--- src/rtl/pueo_command_scheduler.sv ---
`default_nettype none
// ============================================================================
//  Module      : pueo_command_scheduler
//  Description : Builds the 32-bit downlink command word once per slot. The
//                trigger field [15:0] drains a trigger-time FIFO; the message
//                field [31:16] merges run commands with the mode1 stream
//                (specials, cmdproc packets, firmware bytes).
//  Revision    : 1.0  initial release
// ============================================================================
module pueo_command_scheduler #(
    parameter int SLOT_LEN        = 8,
    parameter int TRIG_FIFO_DEPTH = 16,
    parameter int LIVE_EN         = 1
) (
    input  logic        sysclk_i,
    input  logic        rst_i,

    input  logic [14:0] trig_time_i,
    input  logic        trig_valid_i,
    output logic        trig_ready_o,

    input  logic [1:0]  run_cmd_i,
    input  logic        run_valid_i,
    output logic        run_ready_o,

    input  logic [7:0]  spc_tdata_i,
    input  logic        spc_tvalid_i,
    output logic        spc_tready_o,

    input  logic [7:0]  cmd_tdata_i,
    input  logic        cmd_tlast_i,
    input  logic        cmd_tvalid_i,
    output logic        cmd_tready_o,

    input  logic [7:0]  fw_tdata_i,
    input  logic        fw_tvalid_i,
    output logic        fw_tready_o,

    output logic [31:0] command_o,
    output logic        command_valid_o
);

    localparam int              CNT_W  = $clog2(SLOT_LEN);
    localparam int              PTR_W  = $clog2(TRIG_FIFO_DEPTH);
    localparam logic [CNT_W-1:0] C_LOAD = CNT_W'(SLOT_LEN - 1);
    localparam logic [PTR_W:0]   C_FULL = (PTR_W + 1)'(TRIG_FIFO_DEPTH);

    localparam logic [1:0] C_M1_SPECIAL = 2'b00;
    localparam logic [1:0] C_M1_CMD     = 2'b01;
    localparam logic [1:0] C_M1_NONE    = 2'b10;
    localparam logic [1:0] C_M1_LAST    = 2'b11;

    typedef enum logic [0:0] {
        ST_IDLE = 1'b0,
        ST_PKT  = 1'b1
    } state_t;

    logic [CNT_W-1:0] cnt_q, cnt_d;
    logic [14:0]      fifo_mem_q [TRIG_FIFO_DEPTH];
    logic [PTR_W-1:0] wr_ptr_q, wr_ptr_d;
    logic [PTR_W-1:0] rd_ptr_q, rd_ptr_d;
    logic [PTR_W:0]   count_q, count_d;
    state_t           state_q, state_d;
    logic             rr_fw_q, rr_fw_d;
    logic [31:0]      command_q, command_d;
    logic             command_valid_q, command_valid_d;

    logic        load;
    logic        fifo_full;
    logic        fifo_empty;
    logic        push;
    logic        pop;
    logic        gnt_spc;
    logic        gnt_cmd;
    logic        gnt_fw;
    logic [1:0]  runcmd;
    logic [1:0]  m1_type;
    logic [7:0]  m1_data;
    logic [15:0] msg_field;
    logic [15:0] trig_field;

    // Reset in the LOAD cycle cancels the load, so nothing is consumed then.
    always_comb begin
        load       = (cnt_q == C_LOAD) && !rst_i;
        fifo_full  = (count_q == C_FULL);
        fifo_empty = (count_q == '0);
        push       = trig_valid_i && !fifo_full;
        pop        = load && !fifo_empty;
    end

    // Mode1 arbitration: an open cmdproc packet locks out everyone else.
    always_comb begin
        gnt_spc = 1'b0;
        gnt_cmd = 1'b0;
        gnt_fw  = 1'b0;
        if (state_q == ST_PKT) begin
            gnt_cmd = cmd_tvalid_i;
        end else if (spc_tvalid_i) begin
            gnt_spc = 1'b1;
        end else if (!rr_fw_q) begin
            if (cmd_tvalid_i)     gnt_cmd = 1'b1;
            else if (fw_tvalid_i) gnt_fw  = 1'b1;
        end else begin
            if (fw_tvalid_i)       gnt_fw  = 1'b1;
            else if (cmd_tvalid_i) gnt_cmd = 1'b1;
        end
    end

    always_comb begin
        trig_ready_o = !fifo_full;
        run_ready_o  = load && run_valid_i;
        spc_tready_o = load && gnt_spc;
        cmd_tready_o = load && gnt_cmd;
        fw_tready_o  = load && gnt_fw;
    end

    always_comb begin
        runcmd  = run_valid_i ? run_cmd_i : 2'b00;
        m1_type = C_M1_NONE;
        m1_data = 8'h00;
        if (gnt_spc) begin
            m1_type = C_M1_SPECIAL;
            m1_data = spc_tdata_i;
        end else if (gnt_cmd) begin
            m1_type = cmd_tlast_i ? C_M1_LAST : C_M1_CMD;
            m1_data = cmd_tdata_i;
        end else if (gnt_fw) begin
            m1_type = C_M1_LAST;
            m1_data = fw_tdata_i;
        end

        if (!run_valid_i && (m1_type == C_M1_NONE) && (LIVE_EN == 0))
            msg_field = 16'h8000;
        else
            msg_field = {1'b0, 3'b000, runcmd, m1_type, m1_data};

        trig_field = fifo_empty ? 16'h0000 : {1'b1, fifo_mem_q[rd_ptr_q]};
    end

    always_comb begin
        cnt_d           = (cnt_q == C_LOAD) ? '0 : cnt_q + CNT_W'(1);
        command_d       = load ? {msg_field, trig_field} : command_q;
        command_valid_d = load;

        wr_ptr_d = push ? wr_ptr_q + PTR_W'(1) : wr_ptr_q;
        rd_ptr_d = pop  ? rd_ptr_q + PTR_W'(1) : rd_ptr_q;
        case ({push, pop})
            2'b10:   count_d = count_q + (PTR_W + 1)'(1);
            2'b01:   count_d = count_q - (PTR_W + 1)'(1);
            default: count_d = count_q;
        endcase

        state_d = state_q;
        if (load && gnt_cmd) begin
            if (state_q == ST_IDLE && !cmd_tlast_i)
                state_d = ST_PKT;
            else if (state_q == ST_PKT && cmd_tlast_i)
                state_d = ST_IDLE;
        end
        rr_fw_d = rr_fw_q ^ (load && (gnt_cmd || gnt_fw));
    end

    always_ff @(posedge sysclk_i) begin
        if (rst_i) begin
            cnt_q           <= '0;
            wr_ptr_q        <= '0;
            rd_ptr_q        <= '0;
            count_q         <= '0;
            state_q         <= ST_IDLE;
            rr_fw_q         <= 1'b0;
            command_q       <= 32'h8000_0000;
            command_valid_q <= 1'b0;
        end else begin
            cnt_q           <= cnt_d;
            wr_ptr_q        <= wr_ptr_d;
            rd_ptr_q        <= rd_ptr_d;
            count_q         <= count_d;
            state_q         <= state_d;
            rr_fw_q         <= rr_fw_d;
            command_q       <= command_d;
            command_valid_q <= command_valid_d;
        end
    end

    // Storage needs no reset: the pointers alone define occupancy.
    always_ff @(posedge sysclk_i) begin
        if (push)
            fifo_mem_q[wr_ptr_q] <= trig_time_i;
    end

    assign command_o       = command_q;
    assign command_valid_o = command_valid_q;

endmodule
`default_nettype wire
--- config.mk ---
export PLATFORM = sky130hd
export DESIGN_NAME = pueo_command_scheduler
export DESIGN_NICKNAME = d
export VERILOG_FILES = /design/src/rtl/pueo_command_scheduler.sv
export SDC_FILE = /design/constraint.sdc
export NUM_CORES = 1
export LEC_CHECK = 0
export CAP_MARGIN = 20
export CORE_UTILIZATION = 55
export DETAILED_ROUTE_END_ITERATION = 10
export PLACE_DENSITY = 0.76
export SETUP_SLACK_MARGIN = 0.15
export SLEW_MARGIN = 10
export SYNTH_ARGS = -nofsm -noshare
export SYNTH_HDL_FRONTEND = slang
export SYNTH_SLANG_ARGS = --single-unit
--- constraint.sdc ---
create_clock -name sysclk_i -period 8.1 [get_ports sysclk_i]
set_clock_uncertainty 0.15 [all_clocks]
set_input_delay 0.81 -clock sysclk_i [delete_from_list [all_inputs] [get_ports sysclk_i]]
set_output_delay 0.81 -clock sysclk_i [all_outputs]
set_load 0.02 [all_outputs]
==> impl_metrics.sql <==
INSERT INTO impl_metrics (metric_group, metric, value, unit) VALUES
('final_layout', 'fillerInstances', '1309', ''),
('setup_path', 'cpMostUsedCell', 'sky130_fd_sc_hd__clkdlybuf4s50_1', ''),
('place', 'portBuffers', '83', ''),
('final_layout', 'finalNetCount', '801', ''),
('sta', 'rsz0062_at_grt', 'no', ''),
('floorplanning', 'chipHeight', '146', 'um'),
('setup_path', 'worst_path_dominant_cell_family', 'buffers and inverters', ''),
('global_route', 'global_route_wire_length_before_repair', '36.6', 'mm'),
('logic_synthesis', 'synth_top_cells_by_count', 'sky130_fd_sc_hd__edfxtp_1, sky130_fd_sc_hd__mux4_2, sky130_fd_sc_hd__dfxtp_1', ''),
('power_and_ir_drop', 'swShare', '0.200', ''),
('global_route', 'top_usage_layer', 'met2', ''),
('floorplanning', 'floorplan.die.width', '146', 'um'),
('clock_network', 'worst_setup_hold_path_clk_slew', '0.06', 'ns'),
('clock_network', 'cts_setup_buffers', '0', ''),
('power_and_ir_drop', 'p_seq_frac', '0.532', ''),
('clock_network', 'ctsResizeCount', '0', ''),
('sta', 'final_critical_path_required_period', '4.37', 'ns'),
('floorplanning', 'design.die.area', '21500', 'um2'),
('logic_synthesis', 'synth_warnings', '0', ''),
('place', 'dpl_cell_area', '12600', 'um2'),
('logic_synthesis', 'synth_enable_flop_cells', '240', ''),
('floorplanning', 'ioPinCount', '87', ''),
('drt', 'postRouteAntennaNets', '0', ''),
('final_layout', 'multi_input_area', '3010', 'um2'),
('logic_synthesis', 'synthFlopType', 'sky130_fd_sc_hd__edfxtp_1', ''),
('clock_network', 'clock_buffers_created_by_tritoncts', '29', ''),
('logic_synthesis', 'share_of_synthesized_flip_flops_with_an_asynchronous_set_or_reset', '0', ''),
('setup_path', 'path_buf_inv', '3', ''),
('setup_path', 'critical-path-slowest-cell', 'sky130_fd_sc_hd__clkdlybuf4s50_1', ''),
('clock_network', 'cts_hold_buffers', '0', ''),
('drt', 'detailed_route_wire_length', '23.9', 'mm'),
('power_and_ir_drop', 'power.static_leakage', '4.38', 'nW'),
('clock_network', 'clock_sink_count', '292', ''),
('sta', 'setup-violations-final', '0', ''),
('global_route', 'global_route.overflow_total', '0', ''),
('power_and_ir_drop', 'clock_power_share', '0.433', ''),
('final_layout', 'final_core_utilization', '0.669', ''),
('global_route', 'met2_usage', '0.393', ''),
('logic_synthesis', 'synth_most_common_cell', 'sky130_fd_sc_hd__edfxtp_1', ''),
('setup_path', 'cp_data_arrival_time', '3.41', 'ns'),
('place', 'finalWeightedCongestion', '0.888', ''),
('global_route', 'grt.total_usage', '0.228', ''),
('power_and_ir_drop', 'internal_power', '2.49', 'mW'),
('global_route', 'antenna_found_initial', '0', ''),
('power_and_ir_drop', 'vdd_ir_drop_max', '0.000219', 'V'),
('logic_synthesis', 'yosysUniqueCellTypes', '48', ''),
('run_status', 'run_status', 'complete, no violations', ''),
('logic_synthesis', 'synth.area.top_cells', 'sky130_fd_sc_hd__edfxtp_1, sky130_fd_sc_hd__mux4_2, sky130_fd_sc_hd__dfxtp_1', ''),
('setup_path', 'path_max_fanout', '31', ''),
('final_layout', 'postLayoutCellArea', '13600', 'um2'),
('floorplanning', 'start_util', '0.564', ''),
('sta', 'final-max-slew-violation-count', '0', ''),
('logic_synthesis', 'netlist_area', '11500', 'um2'),
('setup_path', 'setup.worst_path.end_class', 'output pin', ''),
('floorplanning', 'placeableCoreArea', '20400', 'um2'),
('drt', 'post-route-drc-count', '0', ''),
('sta', 'fin_setup_tns', '0', 'ns'),
('sta', 'highest_clock_rate', '0.229', 'GHz'),
('sta', 'max_slew.worst_pin.slew', '0.989', 'ns'),
('run', 'max_cap_violations', '0', ''),
('global_route', 'groute.layer.met1.usage', '0.293', ''),
('final_layout', 'insertedDiodeCount', '0', ''),
('sta', 'fin_crit_sh', '0.540', ''),
('power_and_ir_drop', 'total_power', '3.11', 'mW'),
('setup_path', 'cp_data_required_time', '7.14', 'ns'),
('clock_network', 'cts_tree', 'built', ''),
('final_layout', 'register_area', '8250', 'um2'),
('clock_network', 'worst_skew_pair.late_latency', '0.56', 'ns'),
('setup_path', 'critical_path_class', 'input pin to output pin', ''),
('logic_synthesis', 'synthesized_instance_count', '644', ''),
('hold_path', 'timing.hold.worst.class', 'flop to flop', '');
-- worst reg2reg max path: stages (launching register included) --
cell and delay (ns):
sky130_fd_sc_hd__dfxtp_1 0.33, sky130_fd_sc_hd__ha_1 0.15, sky130_fd_sc_hd__ha_1 0.35, sky130_fd_sc_hd__or2b_1 0.35, sky130_fd_sc_hd__a21oi_2 0.13, sky130_fd_sc_hd__buf_4 0.28, sky130_fd_sc_hd__ha_1 0.40, sky130_fd_sc_hd__and4b_1 0.24
sky130_fd_sc_hd__a21oi_1 0.13, sky130_fd_sc_hd__o22ai_1 0.10, sky130_fd_sc_hd__a211oi_1 0.25, sky130_fd_sc_hd__mux2_1 0.34
-- state kept, by name, summed over array words and instances, names as in the netlist, named ones only --
| signal | flops |
|---|---|
| count_q | 5 |
| command_valid_o | 1 |
| rr_fw_q | 1 |
| wr_ptr_q | 4 |
| state_q | 1 |
| command_o | 29 |
| cnt_q | 3 |
| rd_ptr_q | 4 |
| fifo_mem_q | 240 |
-- cell families (layout without fill, tap and decap cells) --
kind of cell / Yosys count / count (layout) / share of synthesized area
flip-flops: 292 / 292 / 0.718
AO/OA/AOI/OAI: 103 / 103 / 0.0585
multiplexers: 79 / 79 / 0.135
XOR/XNOR: 10 / 10 / 0.00763
AND/OR/NAND/NOR: 98 / 98 / 0.0473
buffers and inverters: 51 / 170 / 0.0224
adder cells (fa/ha/maj): 10 / 10 / 0.0109
other: 1 / 3 / 0.000327
-- stage by stage --
stage | instances | setup slack, ns | hold WS (ns)
floorplan | 646 | 4.89 | 0.254
global route | 1035 | 3.53 | 0.307
finish | 1035 | 3.73 | 0.283
CTS | 1034 | 3.74 | 0.290
global placement | 980 | 3.74 | 0.265
detailed placement | 980 | 3.72 | 0.282
-- power groups by stage --
stage	Sequential, mW	Combinational, mW	Clock, mW
after floorplan	1.68	0.0509	0
after global placement	1.68	0.105	0
after detailed placement	1.68	0.109	0
after CTS	1.65	0.110	1.37
after global routing	1.65	0.119	1.42
final	1.65	0.110	1.35
-- worst paths after layout --
path | to | startpoint | cells past startpoint | slack [ns]
hold reg to reg | cnt_q[0] | cnt_q[0] | 1 | 0.28
setup reg to reg | count_q[3] | cnt_q[0] | 11 | 4.78
hold / removal | cnt_q[0] | cnt_q[0] | 1 | 0.28
setup / recovery | spc_tready_o | rst_i | 5 | 3.73
-- cell usage in the layout, fill, tap and decap left out, types with 16 or more instances in the layout --
master | netlist | final
sky130_fd_sc_hd__clkbuf_16 | 0 | 29
sky130_fd_sc_hd__buf_4 | 4 | 21
sky130_fd_sc_hd__nor2_1 | 32 | 31
sky130_fd_sc_hd__a21oi_1 | 30 | 29
sky130_fd_sc_hd__mux2i_1 | 17 | 17
sky130_fd_sc_hd__clkdlybuf4s50_1 | 0 | 83
sky130_fd_sc_hd__nor2b_1 | 17 | 17
sky130_fd_sc_hd__mux4_2 | 60 | 60
sky130_fd_sc_hd__dfxtp_1 | 52 | 49
sky130_fd_sc_hd__edfxtp_1 | 240 | 240
sky130_fd_sc_hd__a211oi_1 | 16 | 16
sky130_fd_sc_hd__a22o_1 | 17 | 17
sky130_fd_sc_hd__o21ai_0 | 22 | 22
-- layout make-up --
type | count | share of cell area
Clock inverter | 15 | 0.0124
Tap cell | 270 | 0.0248
Inverter | 11 | 0.00303
Sequential cell | 292 | 0.605
Multi-Input combinational cell | 303 | 0.221
Clock buffer | 39 | 0.0589
Timing Repair Buffer | 105 | 0.0745
-- per-layer routing --
metal,part of all wire,up-vias
met1,0.40,3122
met3,0.071,52
li1,-,2744
met2,0.50,238
met5,0,-
met4,0.031,0
(Power assumes the default switching activity.)
